===== config.mk =====
export PLATFORM = sky130hd
export DESIGN_NAME = imem_loader
export DESIGN_NICKNAME = d
export VERILOG_FILES = /design/src/rtl/imem_loader.sv
export SDC_FILE = /design/constraint.sdc
export NUM_CORES = 1
export LEC_CHECK = 0
export BUFFER_PORTS_ARGS = -buffer_cell sky130_fd_sc_hd__buf_2
export CORE_MARGIN = 2
export CORE_UTILIZATION = 56
export DETAILED_ROUTE_END_ITERATION = 10
export PLACE_DENSITY = 0.78
export SLEW_MARGIN = 0
export SYNTH_ARGS = -nofsm -noshare
export SYNTH_HDL_FRONTEND = slang
export SYNTH_SLANG_ARGS = --single-unit
export TNS_END_PERCENT = 50

===== constraint.sdc =====
create_clock -name clk_i -period 3.65 [get_ports clk_i]
set_input_delay 0.5475 -clock clk_i [delete_from_list [all_inputs] [get_ports clk_i]]
set_output_delay 0.5475 -clock clk_i [all_outputs]
set_load 0.005 [all_outputs]

===== src/rtl/imem_loader.sv =====
// imem_loader -- byte-stream program loader feeding instruction memory.
//
// Accepts a framed program (count byte N, 4N big-endian data bytes, XOR
// checksum byte) over a valid/ready byte interface. Each assembled word is
// written to instruction memory at byte address word_index*4. The CPU is
// held in reset until a frame completes with a matching checksum.
//
// Ports:
//   clk_i, rst_i          clock, async active-high reset
//   start_i               begin a load (honoured in IDLE, DONE, ERROR)
//   byte_valid_i/data_i   stream byte from the source
//   byte_ready_o          loader accepts a byte this cycle
//   imem_we_o/addr_o/data_o  one-cycle word write to instruction memory
//   cpu_rst_o             CPU reset, low only in DONE
//   done_o / err_o        load finished good / aborted
module imem_loader #(
   parameter int DEPTH = 32
) (
   input  logic        clk_i,
   input  logic        rst_i,
   input  logic        start_i,
   input  logic        byte_valid_i,
   input  logic [7:0]  byte_data_i,
   output logic        byte_ready_o,
   output logic        imem_we_o,
   output logic [31:0] imem_addr_o,
   output logic [31:0] imem_data_o,
   output logic        cpu_rst_o,
   output logic        done_o,
   output logic        err_o
);

   typedef enum logic [2:0] {
      S_IDLE, S_COUNT, S_DATA, S_WRITE, S_CHECK, S_DONE, S_ERROR
   } state_t;

   localparam logic [7:0] DEPTH_B = 8'(DEPTH);

   state_t      state_q, state_d;
   logic [7:0]  n_q, n_d;
   logic [7:0]  widx_q, widx_d;
   logic [1:0]  bidx_q, bidx_d;
   logic [7:0]  xor_q, xor_d;
   logic [31:0] word_q, word_d;
   logic        ready_q, ready_d;
   logic        we_q, we_d;
   logic [31:0] addr_q, addr_d;
   logic [31:0] data_q, data_d;
   logic        cpu_rst_q, cpu_rst_d;
   logic        done_q, done_d;
   logic        err_q, err_d;

   logic xfer;
   // ready is registered alongside the state, so it already reflects
   // whether the current state can consume a byte.
   assign xfer = byte_valid_i & ready_q;

   always_comb begin
      state_d   = state_q;
      n_d       = n_q;
      widx_d    = widx_q;
      bidx_d    = bidx_q;
      xor_d     = xor_q;
      word_d    = word_q;
      ready_d   = ready_q;
      we_d      = 1'b0;
      addr_d    = addr_q;
      data_d    = data_q;
      cpu_rst_d = cpu_rst_q;
      done_d    = done_q;
      err_d     = err_q;

      case (state_q)
         S_IDLE: begin
            if (start_i) begin
               state_d = S_COUNT;
               ready_d = 1'b1;
            end
         end
         S_COUNT: begin
            if (xfer) begin
               xor_d = byte_data_i;
               if (byte_data_i == 8'd0 || byte_data_i > DEPTH_B) begin
                  state_d = S_ERROR;
                  ready_d = 1'b0;
                  err_d   = 1'b1;
               end else begin
                  n_d     = byte_data_i;
                  widx_d  = 8'd0;
                  bidx_d  = 2'd0;
                  state_d = S_DATA;
               end
            end
         end
         S_DATA: begin
            if (xfer) begin
               word_d = {word_q[23:0], byte_data_i};
               xor_d  = xor_q ^ byte_data_i;
               bidx_d = bidx_q + 2'd1;
               if (bidx_q == 2'd3) begin
                  // Strobe is launched here so it is high exactly during WRITE.
                  state_d = S_WRITE;
                  ready_d = 1'b0;
                  we_d    = 1'b1;
                  addr_d  = {22'd0, widx_q, 2'b00};
                  data_d  = {word_q[23:0], byte_data_i};
               end
            end
         end
         S_WRITE: begin
            ready_d = 1'b1;
            if (widx_q == 8'(n_q - 8'd1)) begin
               state_d = S_CHECK;
            end else begin
               widx_d  = widx_q + 8'd1;
               bidx_d  = 2'd0;
               state_d = S_DATA;
            end
         end
         S_CHECK: begin
            if (xfer) begin
               ready_d = 1'b0;
               if (byte_data_i == xor_q) begin
                  state_d   = S_DONE;
                  done_d    = 1'b1;
                  cpu_rst_d = 1'b0;
               end else begin
                  state_d = S_ERROR;
                  err_d   = 1'b1;
               end
            end
         end
         S_DONE: begin
            if (start_i) begin
               state_d   = S_COUNT;
               ready_d   = 1'b1;
               done_d    = 1'b0;
               cpu_rst_d = 1'b1;
            end
         end
         S_ERROR: begin
            if (start_i) begin
               state_d = S_COUNT;
               ready_d = 1'b1;
               err_d   = 1'b0;
            end
         end
         default: begin
            state_d   = S_IDLE;
            ready_d   = 1'b0;
            cpu_rst_d = 1'b1;
         end
      endcase
   end

   always_ff @(posedge clk_i or posedge rst_i) begin
      if (rst_i) begin
         state_q   <= S_IDLE;
         n_q       <= 8'd0;
         widx_q    <= 8'd0;
         bidx_q    <= 2'd0;
         xor_q     <= 8'd0;
         word_q    <= 32'd0;
         ready_q   <= 1'b0;
         we_q      <= 1'b0;
         addr_q    <= 32'd0;
         data_q    <= 32'd0;
         cpu_rst_q <= 1'b1;
         done_q    <= 1'b0;
         err_q     <= 1'b0;
      end else begin
         state_q   <= state_d;
         n_q       <= n_d;
         widx_q    <= widx_d;
         bidx_q    <= bidx_d;
         xor_q     <= xor_d;
         word_q    <= word_d;
         ready_q   <= ready_d;
         we_q      <= we_d;
         addr_q    <= addr_d;
         data_q    <= data_d;
         cpu_rst_q <= cpu_rst_d;
         done_q    <= done_d;
         err_q     <= err_d;
      end
   end

   assign byte_ready_o = ready_q;
   assign imem_we_o    = we_q;
   assign imem_addr_o  = addr_q;
   assign imem_data_o  = data_q;
   assign cpu_rst_o    = cpu_rst_q;
   assign done_o       = done_q;
   assign err_o        = err_q;

endmodule


== Word level (Yosys, flattened, before mapping) ==
Cells that the tools add are included.

* Muxes and demuxes: 43
* Eq/ne operators: 21
* Order comparisons: 1
* Bitwise gates (word level): 4
* Add/subtract/negate cells: 3
* Reduce and logical (&&, ||, !) cells: 21

{| class="wikitable"
|+ Operator list
! kind !! count
|-
| 8-bit 2-to-1 mux || 5
|-
| 8-bit one-hot mux with 2 select lines || 2
|-
| 2-bit != test (second input constant) || 11
|-
| 3-bit 2-to-1 mux || 7
|-
| 1-bit 2-to-1 mux || 18
|-
| 8-bit equality test || 2
|-
| 3-bit one-hot mux with 5 select lines || 1
|-
| 4-bit AND reduction || 3
|-
| 6-bit AND reduction || 2
|-
| 2-bit 2-to-1 mux || 5
|-
| 5-bit AND reduction || 2
|-
| 3-bit equality test (second input constant) || 3
|-
| 3-bit AND reduction || 3
|-
| 8-bit by 1-bit adder with 8-bit output (second input constant) || 1
|-
| 8-bit by 6-bit > comparator with 1-bit output (second input constant) || 1
|-
| 8-bit logical NOT || 1
|-
| 8-bit by 1-bit subtractor with 8-bit output (second input constant) || 1
|-
| 8-bit bitwise XOR || 1
|-
| 3-bit by 2-bit equality test with 1-bit output (second input constant) || 2
|-
| 1-bit one-hot mux with 3 select lines || 2
|-
| 2-bit one-hot mux with 3 select lines || 1
|-
| 2-bit nonzero test || 3
|-
| 3-bit nonzero test || 2
|-
| 1-bit one-hot mux with 5 select lines || 1
|-
| 12 further kinds || 13
|}

* Output and inout port bits: 69
* Input port bits: 12
* Word-level logic and storage cells: 106
* Bits in registers: 98

== Depth between registers and ports, before layout ==
Gate-level depths: netlist of run 1.

* Depth in word-level cells: 5
* Depth in mapped cells: 9
* Depth with buffers taken out: 8

== Least setup slack after synthesis of run 1 ==
No wires, ideal clock.

* Path kind: input to register
* From: input port byte_data_i[2]
* To: register n_q[0]
* Library setup time: 0.125 ns
* Stages: 7
* Setup slack: 1.318 ns
* Data required time: 3.525 ns
* Arrival time: 2.208 ns
* Cells stage by stage: buf_2 > or4_1 > or3_1 > and3_1 > nand2_2 > buf_6 > mux2_2

* Longest elaborated chain between the ends: 4
* Elaborated cells on any way between the ends: 5
* Those cells by class: order compare (1); bitwise (1); reduce/logical (3)

{| class="wikitable"
|+ Ends and longest elaborated chain
! what !! line !! RTL
|-
| start: declaration || 23 || <nowiki>input logic [7:0] byte_data_i,</nowiki>
|-
| 8-bit by 6-bit > comparator with 1-bit output / 8-bit logical NOT (equally long branches) || 83 || <nowiki>if (byte_data_i == 8'd0 || byte_data_i > DEPTH_B) begin</nowiki>
|-
| 1-bit logical OR (*) || 83 ||
|-
| 1-bit NOT (no line) (*) || -- ||
|-
| 3-bit AND reduction (no line) (*) || -- ||
|-
| end signal: assignment || 173 || <nowiki>n_q <= n_d;</nowiki>
|-
| end: declaration || 40 || <nowiki>logic [7:0] n_q, n_d;</nowiki>
|}

Every way passes the cells marked *; elsewhere a longest branch is shown, timed or not.
A chain may end at the register's enable or synchronous reset.

== Worst setup path in the final report of run 1 ==
* From: register state_q[1]
* To: register data_q[30], in the netlist imem_data_o[30]

* Longest elaborated chain between the ends: 2

{| class="wikitable"
|+ Ends and longest elaborated chain
! what !! line !! RTL
|-
| start: declaration || 39 || <nowiki>state_t state_q, state_d;</nowiki>
|-
| start signal: assignment || 172 || <nowiki>state_q <= state_d;</nowiki>
|-
| 3-bit by 2-bit equality test with 1-bit output || 73 || <nowiki>case (state_q)</nowiki>
|-
| 3-bit AND reduction (no line) || -- ||
|-
| end signal: assignment || 181 || <nowiki>data_q <= data_d;</nowiki>
|-
| end: declaration || 48 || <nowiki>logic [31:0] data_q, data_d;</nowiki>
|}

Every way passes these cells.

==> impl_metrics.json, run 1 <==
{
  "ys_ff_latch": 98,
  "p_per_area_nw_per_um2": 367,
  "place_congestion": 0.824,
  "synthCells": 411,
  "ys_seq_area_share_pct": 51.2,
  "finClkSkew_ns": 0.00842,
  "post_synth_num_cell_types": 55,
  "leakagePower_nw": 2.62,
  "dp_hpwl_um": 6350,
  "cts_buffers": 9,
  "path_cells": "buf_4, inv_1, nor3_2, and3_2, buf_4, mux2_2",
  "stdcell_count": 567,
  "swShare_pct": 22.6,
  "cts_root_buf": "clkbuf_8",
  "grt_start_max_net_pins": 58,
  "fin_area_um2": 5260,
  "ir_worst_vdd_mv": 0.270,
  "async_reset_ff_share_pct": 100,
  "num_vias": 3242,
  "core_area_um2": 8260,
  "start_util_pct": 58.0,
  "crit_path_start_kind": "register",
  "portBuffers": 56,
  "drc": 0,
  "antenna_found_initial": 0,
  "final_core_util_pct": 63.7,
  "antennaDiodeCount": 0,
  "drv_slew": 0,
  "drt_iter0_drc": 203,
  "synth_edf_count": 0,
  "slowest_delay_ns": 0.62,
  "cts_max_path_buffers": 2,
  "holdBufCountCts": 0,
  "drtPass1Iterations": 4,
  "top_usage_layer": "met2",
  "grt_remaining_overflow": 0,
  "row_count": 33,
  "drt_wl_total_um": 9310,
  "crit_type": "register to register",
  "ys_warn_count": 0,
  "ctsHtreeMaxLevel": 3,
  "tns_ns": 0,
  "grt_use_met3_pct": 3.96,
  "multiInputGateArea_um2": 2080,
  "die_h_um": 96.5,
  "ant_nets": 0,
  "met1_usage_pct": 29.5,
  "die-area_um2": 9310,
  "grt_pass1_wl_um": 15400,
  "fin_crit_ns": 2.74,
  "maxCapViolCount": 0,
  "cts_resized": 0,
  "syn_area_per_cell_um2": 11.7,
  "post_cts_buffers": 0,
  "clockPowerShare_pct": 41.0,
  "min_path_type": "input pin to asynchronous set/reset pin",
  "arrival_ns": 2.99,
  "via_per_inst": 5.72,
  "seq_power_share_pct": 56.2,
  "syn-cell-area_um2": 4790,
  "io_pins": 81,
  "crit_fanout": 41,
  "path_common_cell": "buf_4",
  "switchingPower_mw": 0.436,
  "fmax_mhz": 365,
  "nNetsFinal": 472,
  "dpl.cell_count": 551,
  "power.internal_mw": 1.49,
  "clk_latency_ns": 0.36,
  "grt_use_met2_pct": 34.5,
  "p_comb_share_pct": 2.8,
  "drive_gt1_share_pct": 34.0,
  "area_delta_synth_final_pct": 9.74,
  "clk_pin_slew_ns": 0.10,
  "setup_viol": 0,
  "wl_per_cell_um": 16.4,
  "rsz0062_at_grt": "false",
  "relSlewSlack_pct": 52.6,
  "required_ns": 3.90,
  "worstMarginPinSlew_ns": 0.711,
  "hold_viol": 0,
  "die_x_um": 96.5,
  "final-seq-area_um2": 2450,
  "track_usage_pct": 21.6,
  "slowest_stage": "nor3_2",
  "clock-sinks": 98,
  "status": "finished, final reports clean",
  "worst_setup_path_end_kind": "register",
  "synth_top_flop_cell": "dfrtp_1",
  "nFillCells": 653,
  "grt_pass1_vias": 3087,
  "cts_tree": "done",
  "postPlaceCellArea_um2": 5030,
  "period_share_pct": 75.0
}
-- per-stage QoR --
step	power [mW]	setup slack [ns]	hold WS, ns
after CTS	1.95	0.923	0.310
after floorplan	1.16	0.542	0.444
after global routing	2.01	0.732	0.366
after global placement	1.16	0.957	0.442
final	1.93	0.913	0.300
after detailed placement	1.16	0.963	0.449
-- state kept, by name (all words and copies together) (netlist names) --
signal / count
imem_data_o: 32
word_q: 24
imem_addr_o: 8
n_q: 8
widx_q: 8
xor_q: 8
state_q: 3
bidx_q: 2
byte_ready_o: 1
cpu_rst_o: 1
done_o: 1
err_o: 1
imem_we_o: 1
-- power groups by stage --
| stage | Clock (mW) | Sequential, mW | Combinational, mW |
|---|---|---|---|
| finish | 0.792 | 1.08 | 0.0535 |
| global route | 0.862 | 1.09 | 0.0644 |
| CTS | 0.813 | 1.08 | 0.0545 |
| detailed placement | 0 | 1.11 | 0.0543 |
| global placement | 0 | 1.11 | 0.0529 |
| floorplan | 0 | 1.11 | 0.0537 |
-- final cells by class --
type                       count  area share, %
sequential                    98           46.7
multi-input combinational    278           39.6
timing repair buffer          62           6.19
tap                          105           2.50
clock buffer                   9           2.36
clock inverter                 7           2.05
inverter                       8          0.619
-- cells in the final DEF (no fill, tap or decap), types with 6 or more instances in the layout --
cell type	synthesis	layout
a21oi_1	27	27
buf_2	7	56
buf_4	24	6
clkbuf_8	0	9
conb_1	1	24
dfrtp_1	97	97
inv_1	7	6
mux2_2	70	70
mux2i_1	8	8
nand2_1	26	26
nand3_1	14	14
nand4_1	7	7
nor2_1	12	11
o211ai_1	10	10
o221ai_1	8	8
xnor2_1	16	16
-- logic make-up after synthesis --
group / count (synthesis) / synth area share [%]
xor gates and xnor gates: 19 / 3.47
buffers and inverters: 58 / 7.18
DFF: 98 / 51.2
and+or+nand+nor: 82 / 9.06
adders and majority gates: 4 / 0.992
other: 1 / 0.0783
muxes: 78 / 18.1
AOI/OAI and AO/OA: 71 / 9.90
-- cell usage after synthesis, drive strengths merged, types with 2 or more instances --
library cell | number | area, um2
a21oi | 27 | 135
nand3 | 14 | 70.1
o21bai | 2 | 15.0
o211ai | 10 | 75.1
nor4 | 3 | 46.3
o31a | 3 | 26.3
a32oi | 2 | 17.5
xnor2 | 16 | 140
inv | 7 | 26.3
and2 | 3 | 18.8
a211oi | 2 | 15.0
nand2b | 4 | 25.0
and3 | 2 | 12.5
xor2 | 3 | 26.3
buf | 35 | 256
dfrtp | 97 | 2430
mux2 | 70 | 788
ha | 3 | 37.5
a31oi | 2 | 12.5
nand2 | 27 | 104
mux2i | 8 | 80.1
nor3 | 3 | 20.0
nor2b | 2 | 12.5
o221ai | 8 | 70.1
o21ai | 5 | 25.0
clkbuf | 15 | 57.6
a2111oi | 2 | 18.8
nor2 | 12 | 45.0
nand4 | 7 | 43.8
-- layer usage --
metal	share of wire [%]	vias up
li1	-	1527
met4	1.5	0
met2	49	92
met1	44	1609
met3	5.6	14
met5	0	-
-- critical path: cells and delay by family, from the launching register on --
kind                   cells  cell delay (ns)
and+or+nand+nor            2             0.89
DFF                        1             0.34
muxes                      1             0.41
buffers and inverters      3             0.95
-- worst paths after layout --
check	depth (start not counted)	slack (ns)	endpoint	from
setup / recovery	6	0.91	imem_data_o[30]	state_q[1]
hold / removal	2	0.30	imem_addr_o[2]	rst_i
setup reg to reg	6	0.91	imem_data_o[30]	state_q[1]
hold reg to reg	2	0.46	cpu_rst_o	cpu_rst_o
max in group asynchronous	3	2.58	word_q[16]	rst_i
min in group clk_i	2	0.46	cpu_rst_o	cpu_rst_o
(Power assumes the default switching activity.)
==> run 2, diff against run 1 <==
--- a/config.mk
+++ b/config.mk
@@ -7,9 +7,9 @@
 export LEC_CHECK = 0
 export BUFFER_PORTS_ARGS = -buffer_cell sky130_fd_sc_hd__buf_2
 export CORE_MARGIN = 2
-export CORE_UTILIZATION = 56
+export CORE_UTILIZATION = 51
 export DETAILED_ROUTE_END_ITERATION = 10
-export PLACE_DENSITY = 0.78
+export PLACE_DENSITY = 0.74
 export SLEW_MARGIN = 0
 export SYNTH_ARGS = -nofsm -noshare
 export SYNTH_HDL_FRONTEND = slang
==> constraint.sdc (replaced) <==
create_clock -name clk_i -period 2.5 [get_ports clk_i]
set_input_delay 0.375 -clock clk_i [delete_from_list [all_inputs] [get_ports clk_i]]
set_output_delay 0.375 -clock clk_i [all_outputs]
set_load 0.005 [all_outputs]
==> impl_metrics.json, run 2 (synthesis gave the netlist of run 1 again) <==
{
  "cts_root_buf": "clkbuf_8",
  "portBuffers": 56,
  "grt_remaining_overflow": 0,
  "worst_setup_path_end_kind": "register",
  "mostFrequentLayoutCells": "dfrtp_1 (97), mux2_2 (70), buf_2 (56)",
  "via_per_inst": 5.63,
  "drtPass1Iterations": 5,
  "slowest_delay_ns": 0.50,
  "clk_latency_ns": 0.37,
  "row_count": 35,
  "layout_setup_ws_ns": 0.142,
  "drv_slew": 0,
  "dp_hpwl_um": 6340,
  "period_share_pct": 94.3,
  "arrival_ns": 2.66,
  "leakagePower_nw": 2.66,
  "timing.rr.start": "n_q[1]",
  "required_ns": 2.80,
  "r2r_end": "widx_q[6]",
  "drt_wl_total_um": 9190,
  "setup_viol": 0,
  "crit_path_start_kind": "register",
  "clock-sinks": 98,
  "grt_pass1_vias": 3190,
  "p_per_area_nw_per_um2": 517,
  "layout_commonest_cell": "dfrtp_1",
  "relSlewSlack_pct": 63.7,
  "core_area_um2": 9200,
  "postPlaceCellArea_um2": 5130,
  "path_cells": "inv_1, ha_1, and2_1, a211o_1, a31oi_1, nor4_4, a2111oi_1, mux2i_1",
  "fin_area_um2": 5350,
  "io_pins": 81,
  "hold_viol": 0,
  "cts_max_path_buffers": 2,
  "antenna_found_initial": 0,
  "r2r_cells": 8,
  "track_usage_pct": 18.8,
  "status": "finished, final reports clean",
  "rsz0062_at_grt": "true",
  "cts_tree": "done",
  "place_congestion": 0.899,
  "grt_start_max_net_pins": 99,
  "area_delta_synth_final_pct": 11.6,
  "slowest_stage": "a2111oi_1",
  "drt_iter0_drc": 205,
  "stdcell_count": 582,
  "rrSetupSlack_ns": 0.14,
  "die_x_um": 101,
  "antennaDiodeCount": 0,
  "drive_gt1_share_pct": 35.5,
  "num_vias": 3276,
  "fmax_mhz": 424,
  "die-area_um2": 10200,
  "min_path_type": "input pin to asynchronous set/reset pin",
  "fin_crit_ns": 2.36,
  "drc": 0,
  "ant_nets": 0,
  "die_h_um": 101,
  "ctsHtreeMaxLevel": 3,
  "grt_pass1_wl_um": 15100,
  "finClkSkew_ns": 0.0112,
  "largest_reg_flops": 32,
  "crit_type": "register to register",
  "maxCapViolCount": 0,
  "clk_pin_slew_ns": 0.10,
  "ir_worst_vdd_mv": 0.303,
  "start_util_pct": 52.1,
  "wl_per_cell_um": 15.8,
  "worstMarginPinSlew_ns": 0.540,
  "crit_fanout": 10,
  "cts_buffers": 9,
  "dpl.cell_count": 566,
  "dp_slack_ns": 0.0966,
  "nNetsFinal": 481
}
-- run 2: worst max path at each step --
stage            from         end  slack (ns)  depth (start not counted)
2_1_floorplan  n_q[0]   widx_q[6]        0.25                          8
3_3_place_gp   n_q[1]   widx_q[7]        0.15                          8
3_5_place_dp   n_q[1]   widx_q[6]         0.1                          8
4_1_cts        n_q[1]   widx_q[6]        0.08                          8
5_1_grt        n_q[1]  state_q[1]       -0.03                          8
6_report       n_q[1]   widx_q[6]        0.14                          8
-- run 2: layout make-up --
class,instances,area (um2)
Fill cell,759,3850
Sequential cell,98,2450
Multi-Input combinational cell,278,2090
Timing Repair Buffer,71,418
Tap cell,111,139
Clock buffer,9,124
Clock inverter,7,91.3
Inverter,8,33.8
-- run 2: repair_timing --
action / in CTS / in global routing
hold buffers: 0 / 0
resized for setup: 0 / 2
endpoints found under the setup margin: 0 / 3
setup buffers: 0 / 0
hold endpoints to repair: 0 / 0
-- run 2: routing by layer --
metal	GRT usage, %	part of all wire [%]	vias up
met4	7.59	2.2	0
met1	24.0	44	1620
li1	-	-	1547
met5	0	0	-
met3	4.58	5.1	18
met2	31.0	48	91
-- run 2: metrics by stage --
step / util [%] / hold WS [ns] / setup TNS (ns) / power, mW
3_5_place_dp: 55.8 / 0.448 / 0 / 1.70
5_1_grt: 58.2 / 0.173 / -0.0575 / 2.88
3_3_place_gp: 55.8 / 0.443 / 0 / 1.70
4_1_cts: 58.1 / 0.148 / 0 / 2.80
2_1_floorplan: - / 0.444 / 0 / 1.69
6_report: 58.2 / 0.107 / 0 / 2.77
-- run 2: worst max-delay path, delay by kind of cell (launching register included) --
family,cells,cell delay [ns]
compound gates,3,1.03
flops,1,0.42
simple gates,2,0.33
buf+inv,1,0.06
mux,1,0.23
fa+ha+maj,1,0.25
-- run 2: where the power goes --
part           total (mW)  leakage, nW  switching, mW  internal (mW)
clock                1.10        0.108          0.605          0.494
sequential           1.58         1.35              0           1.58
combinational      0.0836         1.20         0.0634         0.0202
